--- config.mk ---
export PLATFORM = sky130hd
export DESIGN_NAME = load_store_unit
export DESIGN_NICKNAME = d
export VERILOG_FILES = /design/src/rtl/lsu_pkg.sv /design/src/rtl/lsu_req_check.sv /design/src/rtl/load_store_unit.sv
export SDC_FILE = /design/constraint.sdc
export NUM_CORES = 1
export LEC_CHECK = 0
export CORE_UTILIZATION = 41
export CTS_CLUSTER_SIZE = 12
export DETAILED_ROUTE_END_ITERATION = 12
export GPL_TIMING_DRIVEN = 0
export PLACE_DENSITY = 0.86
export SKIP_CTS_REPAIR_TIMING = 1
export SLEW_MARGIN = 5
export SYNTH_ARGS = -nofsm -noshare
export SYNTH_HDL_FRONTEND = slang
export SYNTH_SLANG_ARGS = --single-unit
--- constraint.sdc ---
create_clock -name Clock -period 4.3 [get_ports Clock]
set_input_delay 0.645 -clock Clock [delete_from_list [all_inputs] [get_ports Clock]]
set_output_delay 0.645 -clock Clock [all_outputs]
set_load 0.1 [all_outputs]
--- src/rtl/lsu_pkg.sv ---
// Shared definitions for the load/store unit: RV32 funct3 encodings and FSM states.
package lsu_pkg;

  localparam logic [2:0] F3_B  = 3'b000;
  localparam logic [2:0] F3_H  = 3'b001;
  localparam logic [2:0] F3_W  = 3'b010;
  localparam logic [2:0] F3_BU = 3'b100;
  localparam logic [2:0] F3_HU = 3'b101;

  typedef enum logic [1:0] {
    LSU_IDLE,
    LSU_ISSUE,
    LSU_WAIT,
    LSU_DONE
  } lsu_state_e;

endpackage

--- src/rtl/lsu_req_check.sv ---
// Request classifier: funct3 legality for the selected operation and address alignment.
module lsu_req_check
  import lsu_pkg::*;
(
  input  logic [2:0] i_func3,
  input  logic [1:0] i_addr,
  input  logic       i_load,
  input  logic       i_store,
  output logic       o_legal,
  output logic       o_aligned
);

  logic w_ld_ok;
  logic w_st_ok;

  // Which funct3 encodings each operation accepts.
  always_comb begin
    w_ld_ok = 1'b0;
    w_st_ok = 1'b0;
    case (i_func3)
      F3_B, F3_H, F3_W: begin
        w_ld_ok = 1'b1;
        w_st_ok = 1'b1;
      end
      F3_BU, F3_HU: w_ld_ok = 1'b1;
      default: ;
    endcase
  end

  // Load+store together is never legal, so exactly one operation must be selected.
  assign o_legal = (i_load & ~i_store & w_ld_ok) | (i_store & ~i_load & w_st_ok);

  // Access size comes from funct3[1:0]; bytes are always aligned.
  always_comb begin
    o_aligned = 1'b0;
    case (i_func3[1:0])
      2'b00:   o_aligned = 1'b1;
      2'b01:   o_aligned = ~i_addr[0];
      2'b10:   o_aligned = (i_addr == 2'b00);
      default: o_aligned = 1'b0;
    endcase
  end

endmodule

--- src/rtl/load_store_unit.sv ---
// MEM-stage load/store initiator: validates a request, drives the memory strobe
// protocol with registered, stable signals, waits out busywait (with optional
// timeout) and returns load data to writeback.
module load_store_unit
  import lsu_pkg::*;
#(
  parameter int TIMEOUT_CYCLES = 64,
  parameter int CNT_W          = 8
) (
  input  logic        Clock,
  input  logic        Reset,
  input  logic        req_valid,
  input  logic        req_load,
  input  logic        req_store,
  input  logic [2:0]  req_func3,
  input  logic [31:0] req_addr,
  input  logic [31:0] req_wdata,
  output logic        stall,
  output logic        load_valid,
  output logic [31:0] load_data,
  output logic        misaligned,
  output logic        access_err,
  output logic        timeout_err,
  output logic        mem_Read,
  output logic        mem_Write,
  output logic [31:0] mem_Address,
  output logic [31:0] mem_Write_data,
  output logic [2:0]  mem_Func3,
  input  logic [31:0] mem_Read_data,
  input  logic        mem_busywait
);

  lsu_state_e       r_state;
  lsu_state_e       w_state_nxt;
  logic [CNT_W-1:0] r_cnt;

  logic w_legal;
  logic w_aligned;
  logic w_accept;
  logic w_bad;
  logic w_mis;
  logic w_tmo;

  lsu_req_check u_chk (
    .i_func3   (req_func3),
    .i_addr    (req_addr[1:0]),
    .i_load    (req_load),
    .i_store   (req_store),
    .o_legal   (w_legal),
    .o_aligned (w_aligned)
  );

  // Illegal wins over misaligned; a request with neither op set is simply ignored.
  assign w_accept = req_valid & w_legal & w_aligned;
  assign w_bad    = req_valid & (req_load | req_store) & ~w_legal;
  assign w_mis    = req_valid & w_legal & ~w_aligned;
  assign w_tmo    = (TIMEOUT_CYCLES != 0) && (r_state == LSU_WAIT) && mem_busywait &&
                    (r_cnt == CNT_W'(TIMEOUT_CYCLES - 1));

  // State register.
  always_ff @(posedge Clock or posedge Reset) begin
    if (Reset) r_state <= LSU_IDLE;
    else       r_state <= w_state_nxt;
  end

  // Next-state logic; busywait is ignored in ISSUE since it rises off the strobe itself.
  always_comb begin
    w_state_nxt = r_state;
    case (r_state)
      LSU_IDLE:  if (w_accept) w_state_nxt = LSU_ISSUE;
      LSU_ISSUE: w_state_nxt = LSU_WAIT;
      LSU_WAIT:  if (!mem_busywait || w_tmo) w_state_nxt = LSU_DONE;
      LSU_DONE:  w_state_nxt = LSU_IDLE;
      default:   w_state_nxt = LSU_IDLE;
    endcase
  end

  // Stall covers the request cycle through the last WAIT cycle; DONE lets the pipe advance.
  always_comb begin
    stall = (r_state == LSU_ISSUE) | (r_state == LSU_WAIT) | ((r_state == LSU_IDLE) & w_accept);
  end

  // Busy-cycle counter for the WAIT timeout, cleared on the way into WAIT.
  always_ff @(posedge Clock or posedge Reset) begin
    if (Reset)                                  r_cnt <= '0;
    else if (r_state == LSU_ISSUE)              r_cnt <= '0;
    else if (r_state == LSU_WAIT && mem_busywait) r_cnt <= r_cnt + CNT_W'(1);
  end

  // Memory-side registers, load result and one-cycle status pulses.
  always_ff @(posedge Clock or posedge Reset) begin
    if (Reset) begin
      mem_Read       <= 1'b0;
      mem_Write      <= 1'b0;
      mem_Address    <= '0;
      mem_Write_data <= '0;
      mem_Func3      <= '0;
      load_data      <= '0;
      load_valid     <= 1'b0;
      misaligned     <= 1'b0;
      access_err     <= 1'b0;
      timeout_err    <= 1'b0;
    end else begin
      load_valid  <= 1'b0;
      misaligned  <= 1'b0;
      access_err  <= 1'b0;
      timeout_err <= 1'b0;
      case (r_state)
        LSU_IDLE: begin
          if (w_accept) begin
            mem_Address    <= req_addr;
            mem_Func3      <= req_func3;
            mem_Write_data <= req_wdata;
            mem_Read       <= req_load;
            mem_Write      <= req_store;
          end else begin
            misaligned <= w_mis;
            access_err <= w_bad;
          end
        end
        LSU_WAIT: begin
          if (!mem_busywait) begin
            mem_Read  <= 1'b0;
            mem_Write <= 1'b0;
            if (mem_Read) begin
              load_data  <= mem_Read_data;
              load_valid <= 1'b1;
            end
          end else if (w_tmo) begin
            mem_Read    <= 1'b0;
            mem_Write   <= 1'b0;
            timeout_err <= 1'b1;
          end
        end
        default: ;
      endcase
    end
  end

endmodule

== After elaboration in Yosys (flattened, before gate mapping) ==
Index checks and enable logic that the tools add are counted.

* Bits in registers: 115
* Logic and storage cells: 86
* Output and inout bits: 106

* Reduce and logical (&&, ||, !) cells: 16
* $add $sub $neg: 1
* Equality and inequality tests: 13
* Multiplexer cells: 24
* Bitwise gates (word level): 20

{| class="wikitable"
|+ Operators with widths
! cell !! number
|-
| 2-to-1 mux 1 bit || 16
|-
| 2-to-1 mux 8 bit || 2
|-
| bitwise AND 1 bit || 10
|-
| adder 8 x 1 -> 8 bit (second input constant) || 1
|-
| == test 8 x 6 -> 1 bit (second input constant) || 1
|-
| case mux 2 bit (4 select lines) || 1
|-
| == test 2 bit (second input constant) || 3
|-
| == test 3 bit (second input constant) || 2
|-
| zero test 2 bit || 3
|-
| NOT 1 bit || 6
|-
| AND reduction 3 bit || 2
|-
| OR reduction 5 bit || 1
|-
| == test 2 x 1 -> 1 bit (second input constant) || 2
|-
| 2-to-1 mux 2 bit || 2
|-
| OR 1 bit || 4
|-
| case mux 1 bit (2 select lines) || 2
|-
| AND reduction 2 bit || 2
|-
| nonzero test 2 bit || 2
|-
| == test 3 x 1 -> 1 bit (second input constant) || 1
|-
| == test 3 x 2 -> 1 bit (second input constant) || 1
|-
| zero test 3 bit || 1
|-
| inequality test 3 bit (second input constant) || 1
|-
| case mux 1 bit (3 select lines) || 1
|-
| OR reduction 3 bit || 1
|-
| other kinds (5) || 6
|}

== Depth between registers and ports, before layout ==
* Depth in word-level cells: 9
* Gate-level depth with buffers: 8
* Gate-level depth less buffers: 6

== Hierarchy ==
Synthesis repeated with hierarchy kept, for this count alone.

* Cell total of the unflattened synthesis: 300
* Area, all modules: 4862.2 um2

{| class="wikitable"
|+ By module, submodules not included
! module !! area each (um2) !! cells each !! instances
|-
| load_store_unit || 4822.1 || 294 || 1
|-
| lsu_req_check || 40.0 || 6 || 1
|}

== Worst setup path after synthesis ==
No wires, ideal clock.

* Kind: in2out
* Start point: input port req_func3[1]
* End point: output port stall
* Stages: 6
* Setup slack: 1521 ps
* Path buffers: 2
* Data required time: 3655 ps
* Arrival time: 2134 ps
* Path through: a22o_1 > or3_4 > nor2_4 > buf_6 > buf_6 > or2_2

* Longest elaborated chain between the ends: 9
* Elaborated cells between the ends (all ways): 20

{| class="wikitable"
|+ Ends and longest elaborated chain
! what !! RTL line !! RTL
|-
| from (decl) || load_store_unit.sv:15 || <nowiki>input logic [2:0] req_func3,</nowiki>
|-
| == test 3 bit, or another cell as far along || lsu_req_check.sv:20 || <nowiki>case (i_func3)</nowiki>
|-
| OR reduction 5 bit (no source line) or OR reduction 3 bit (tied branches) || - ||
|-
| 2-to-1 mux 1 bit || lsu_req_check.sv:20 ||
|-
| bitwise AND 1 bit || lsu_req_check.sv:31 || <nowiki>assign o_legal = (i_load & ~i_store & w_ld_ok) | (i_store & ~i_load & w_st_ok);</nowiki>
|-
| OR 1 bit || lsu_req_check.sv:31 ||
|-
| bitwise AND 1 bit || load_store_unit.sv:54 || <nowiki>assign w_accept = req_valid & w_legal & w_aligned;</nowiki>
|-
| bitwise AND 1 bit * || load_store_unit.sv:54 ||
|-
| bitwise AND 1 bit * || load_store_unit.sv:80 || <nowiki>stall = (r_state == LSU_ISSUE) | (r_state == LSU_WAIT) | ((r_state == LSU_IDLE) & w_accept);</nowiki>
|-
| OR 1 bit * || load_store_unit.sv:80 ||
|-
| to (decl) || load_store_unit.sv:18 || <nowiki>output logic stall,</nowiki>
|}

Mark *: on every way between the ends. The rest lies on a longest branch, timed or not.

== Worst setup path after layout ==
* Start point: input port req_load
* End point: output port stall

* Longest elaborated chain between the ends: 8
* Elaborated cells between the ends (all ways): 10

{| class="wikitable"
|+ Ends and longest elaborated chain
! what !! RTL line !! RTL
|-
| from (decl) || load_store_unit.sv:13 || <nowiki>input logic req_load,</nowiki>
|-
| NOT 1 bit || lsu_req_check.sv:31 ||
|-
| bitwise AND 1 bit (2 in a row) || lsu_req_check.sv:31 ||
|-
| OR 1 bit * || lsu_req_check.sv:31 ||
|-
| bitwise AND 1 bit * (2 in a row) || load_store_unit.sv:54 ||
|-
| bitwise AND 1 bit * || load_store_unit.sv:80 ||
|-
| OR 1 bit * || load_store_unit.sv:80 ||
|}

Marked as above.

==> impl_metrics.py <==
metrics = {
    "setup_path": {
        "setup.worst_path.class": "input port to output pin",
        "critical-path-top-delay-family": "buffers and inverters",
        "ff2ff_path_depth": 8,
        "worstSetupPathDepth": 8,
        "cpMaxStageDelayCell": "dlymetal6s2s_1",
        "slowest_delay_ns": 0.74,
        "crit_fanout": 10,
        "cp.arrival_ns": 3.29,
        "cp-start-kind": "input port",
        "worstPathCellList": "clkdlybuf4s50_1, a22o_1, or3_4, nor2_4, buf_6, buf_6, or2_2, dlymetal6s2s_1",
        "cp.required_ns": 3.65,
        "crit_top_cell": "buf_6",
        "path_buf_inv": 4,
        "critPathCaptureType": "output pin",
    },
    "drt": {
        "drtPass1Iterations": 4,
        "ant_nets": 0,
        "routed_wl_mm": 11.4,
        "drcViolationCount": 0,
        "vias_per_cell": 4.82,
        "wl_per_cell_um": 15.2,
        "drt_iter0_drc": 120,
        "via_count": 3603,
    },
    "sta": {
        "slew_viol_final": 0,
        "worst_slew_pin_slew_ns": 1.02,
        "rsz0062_at_grt": "no",
        "max_slew_margin": 0.320,
        "skew_ns": 0.0174,
        "setup_viol": 0,
        "fmax_ghz": 0.254,
        "min_period_over_period": 0.914,
        "holdWs_ns": 0.470,
        "hold_viol": 0,
        "fin_crit_ns": 3.93,
    },
    "die": {
        "die-width_um": 107,
        "dieArea_um2": 11500,
        "rows": 38,
        "io_pins": 211,
        "core_area_um2": 10800,
        "start_util": 0.420,
        "fp.dieH_um": 107,
    },
    "cells_and_area": {
        "instances_no_fill": 747,
        "filler_cell_count": 820,
        "syn_to_final_growth_pct": 62.9,
        "n_antenna_cell": 0,
        "nets": 707,
        "drive_above_1_share": 0.143,
    },
    "global_route": {
        "gr-usage-met3": 0.0866,
        "antenna_found_initial": 0,
        "met1_usage": 0.222,
        "grt_util_met2": 0.349,
        "grt_pass1_vias": 3783,
        "grt_max_degree": 63,
        "grt_pass1_wl_mm": 18.1,
        "busiest_layer": "met2",
        "gr-total-overflow": 0,
        "track_usage": 0.208,
    },
    "cts": {
        "cts_made_buffers": 17,
        "htree_num_levels": 4,
        "clkTransAtPathRegs_ns": 0.05,
        "cts_sinks": 115,
        "cts_buffer_depth": 2,
        "cts_tree": "done",
        "clock_latency_ns": 0.51,
        "root_buffer": "clkbuf_8",
    },
    "yosys": {
        "ys_warn_count": 0,
        "yosysMostFrequentCell": "dfrtp_1",
        "syn_area_um2": 4550,
        "syn-num-nets": 477,
        "synth_commonest_cells": "dfrtp_1, nand2_1, mux2_2",
        "synth_edf_count": 0,
        "synth-main-ff-cell": "dfrtp_1",
        "postSynth.asyncResetShare": 1.00,
        "yosys.area.top_type": "dfrtp_1",
        "synthCells": 367,
        "synth_seq_cells": 115,
        "avgSynthCellArea_um2": 12.4,
        "ys_seq_area_frac": 0.633,
        "yosysTopAreaCellShare": 0.633,
        "synthTopCellsByArea": "dfrtp_1, mux2_2, nand2_1",
        "synthDistinctLibCells": 31,
    },
    "place": {
        "dp.cells": 718,
        "port_buffers": 210,
        "place_hpwl_mm": 8.40,
        "place.gp.congestion": 0.810,
    },
    "worst_hold_path": {
        "hold_path.class": "register to register",
        "hold_depth": 2,
    },
    "run_status": {
        "status": "finished clean",
    },
    "run": {
        "cap_violations": 0,
    },
}
-- routing by layer --
layer / routed length, um / part of all wire / vias up
met5: 0 / 0 / -
li1: - / - / 1682
met1: 4360 / 0.38 / 1738
met4: 330 / 0.029 / 0
met3: 974 / 0.086 / 23
met2: 5690 / 0.50 / 160
-- sequential cells by signal, indices dropped and copies added (netlist names), 2 cells and up --
| signal | cells |
|---|---|
| mem_Func3 | 3 |
| mem_Write_data | 32 |
| r_state | 2 |
| load_data | 32 |
| mem_Address | 32 |
| r_cnt | 8 |
-- worst paths after layout --
| check | endpoint | startpoint | slack (ns) |
|---|---|---|---|
| hold / removal | load_data[4]$_DFFE_PP0P_ | load_data[4]$_DFFE_PP0P_ | 0.47 |
| hold reg to reg | load_data[4]$_DFFE_PP0P_ | load_data[4]$_DFFE_PP0P_ | 0.47 |
| setup / recovery | stall | req_load | 0.37 |
| min in group asynchronous | mem_Write_data[27]$_DFFE_PP0P_ | Reset | 0.55 |
| setup reg to reg | mem_Write_data[2]$_DFFE_PP0P_ | r_state[0]$_DFFE_PP0P_ | 2.02 |
| max in group asynchronous | r_cnt[2]$_DFFE_PP0P_ | Reset | 3.08 |
-- kinds of logic after synthesis --
| family | synth area share |
|---|---|
| xor+xnor | 0.0116 |
| flops | 0.633 |
| mux | 0.168 |
| simple gates | 0.124 |
| compound gates | 0.0253 |
| fa+ha+maj | 0.0138 |
| buf+inv | 0.0248 |
-- cells in the final DEF (no fill, tap or decap), types with 4 or more instances in the layout --
| cell type | netlist | final |
|---|---|---|
| a21oi_1 | 9 | 9 |
| buf_4 | 4 | 4 |
| clkbuf_1 | 6 | 9 |
| clkbuf_16 | 0 | 16 |
| clkbuf_8 | 0 | 4 |
| clkdlybuf4s50_1 | 0 | 209 |
| clkinv_2 | 0 | 4 |
| dfrtp_1 | 115 | 115 |
| ha_1 | 5 | 5 |
| inv_1 | 5 | 4 |
| mux2_1 | 19 | 19 |
| mux2_2 | 49 | 49 |
| nand2_1 | 105 | 105 |
| nor2_1 | 11 | 11 |
| o21ai_0 | 4 | 4 |
| xor2_1 | 4 | 4 |
-- worst register-to-register path: stages, from the launching register on --
cell and delay (ns):
dfrtp_1 0.39, inv_1 0.13, ha_1 0.21, o211ai_1 0.13, or3_4 0.38, nor2_4 0.19, buf_6 0.20, buf_6 0.17
mux2_1 0.37
-- through the flow --
stage               TNS (ns)   util  instance area (um^2)  setup slack, ns
finish                     0  0.683                  7410            0.368
global route               0  0.683                  7410            0.292
detailed placement   -0.0314  0.633                  6860          -0.0314
global placement      -94.95  0.630                  6830           -0.833
CTS                  -0.0470  0.683                  7400          -0.0470
floorplan                  0      -                  4550            0.611
-- layout make-up --
class                           instances  area [um^2]  share of cell area
Clock inverter                          6         80.1              0.0108
Timing Repair Buffer                  211         2130               0.288
Inverter                                5         23.8             0.00321
Sequential cell                       115         2880               0.389
Multi-Input combinational cell        232         1560               0.210
Buffer                                 15         93.8              0.0127
Tap cell                              140          175              0.0236
Clock buffer                           23          467              0.0630
Power is left out: the tool's default activity adds up to more than one toggle a clock period on the data nets, which glitch-free logic cannot reach.
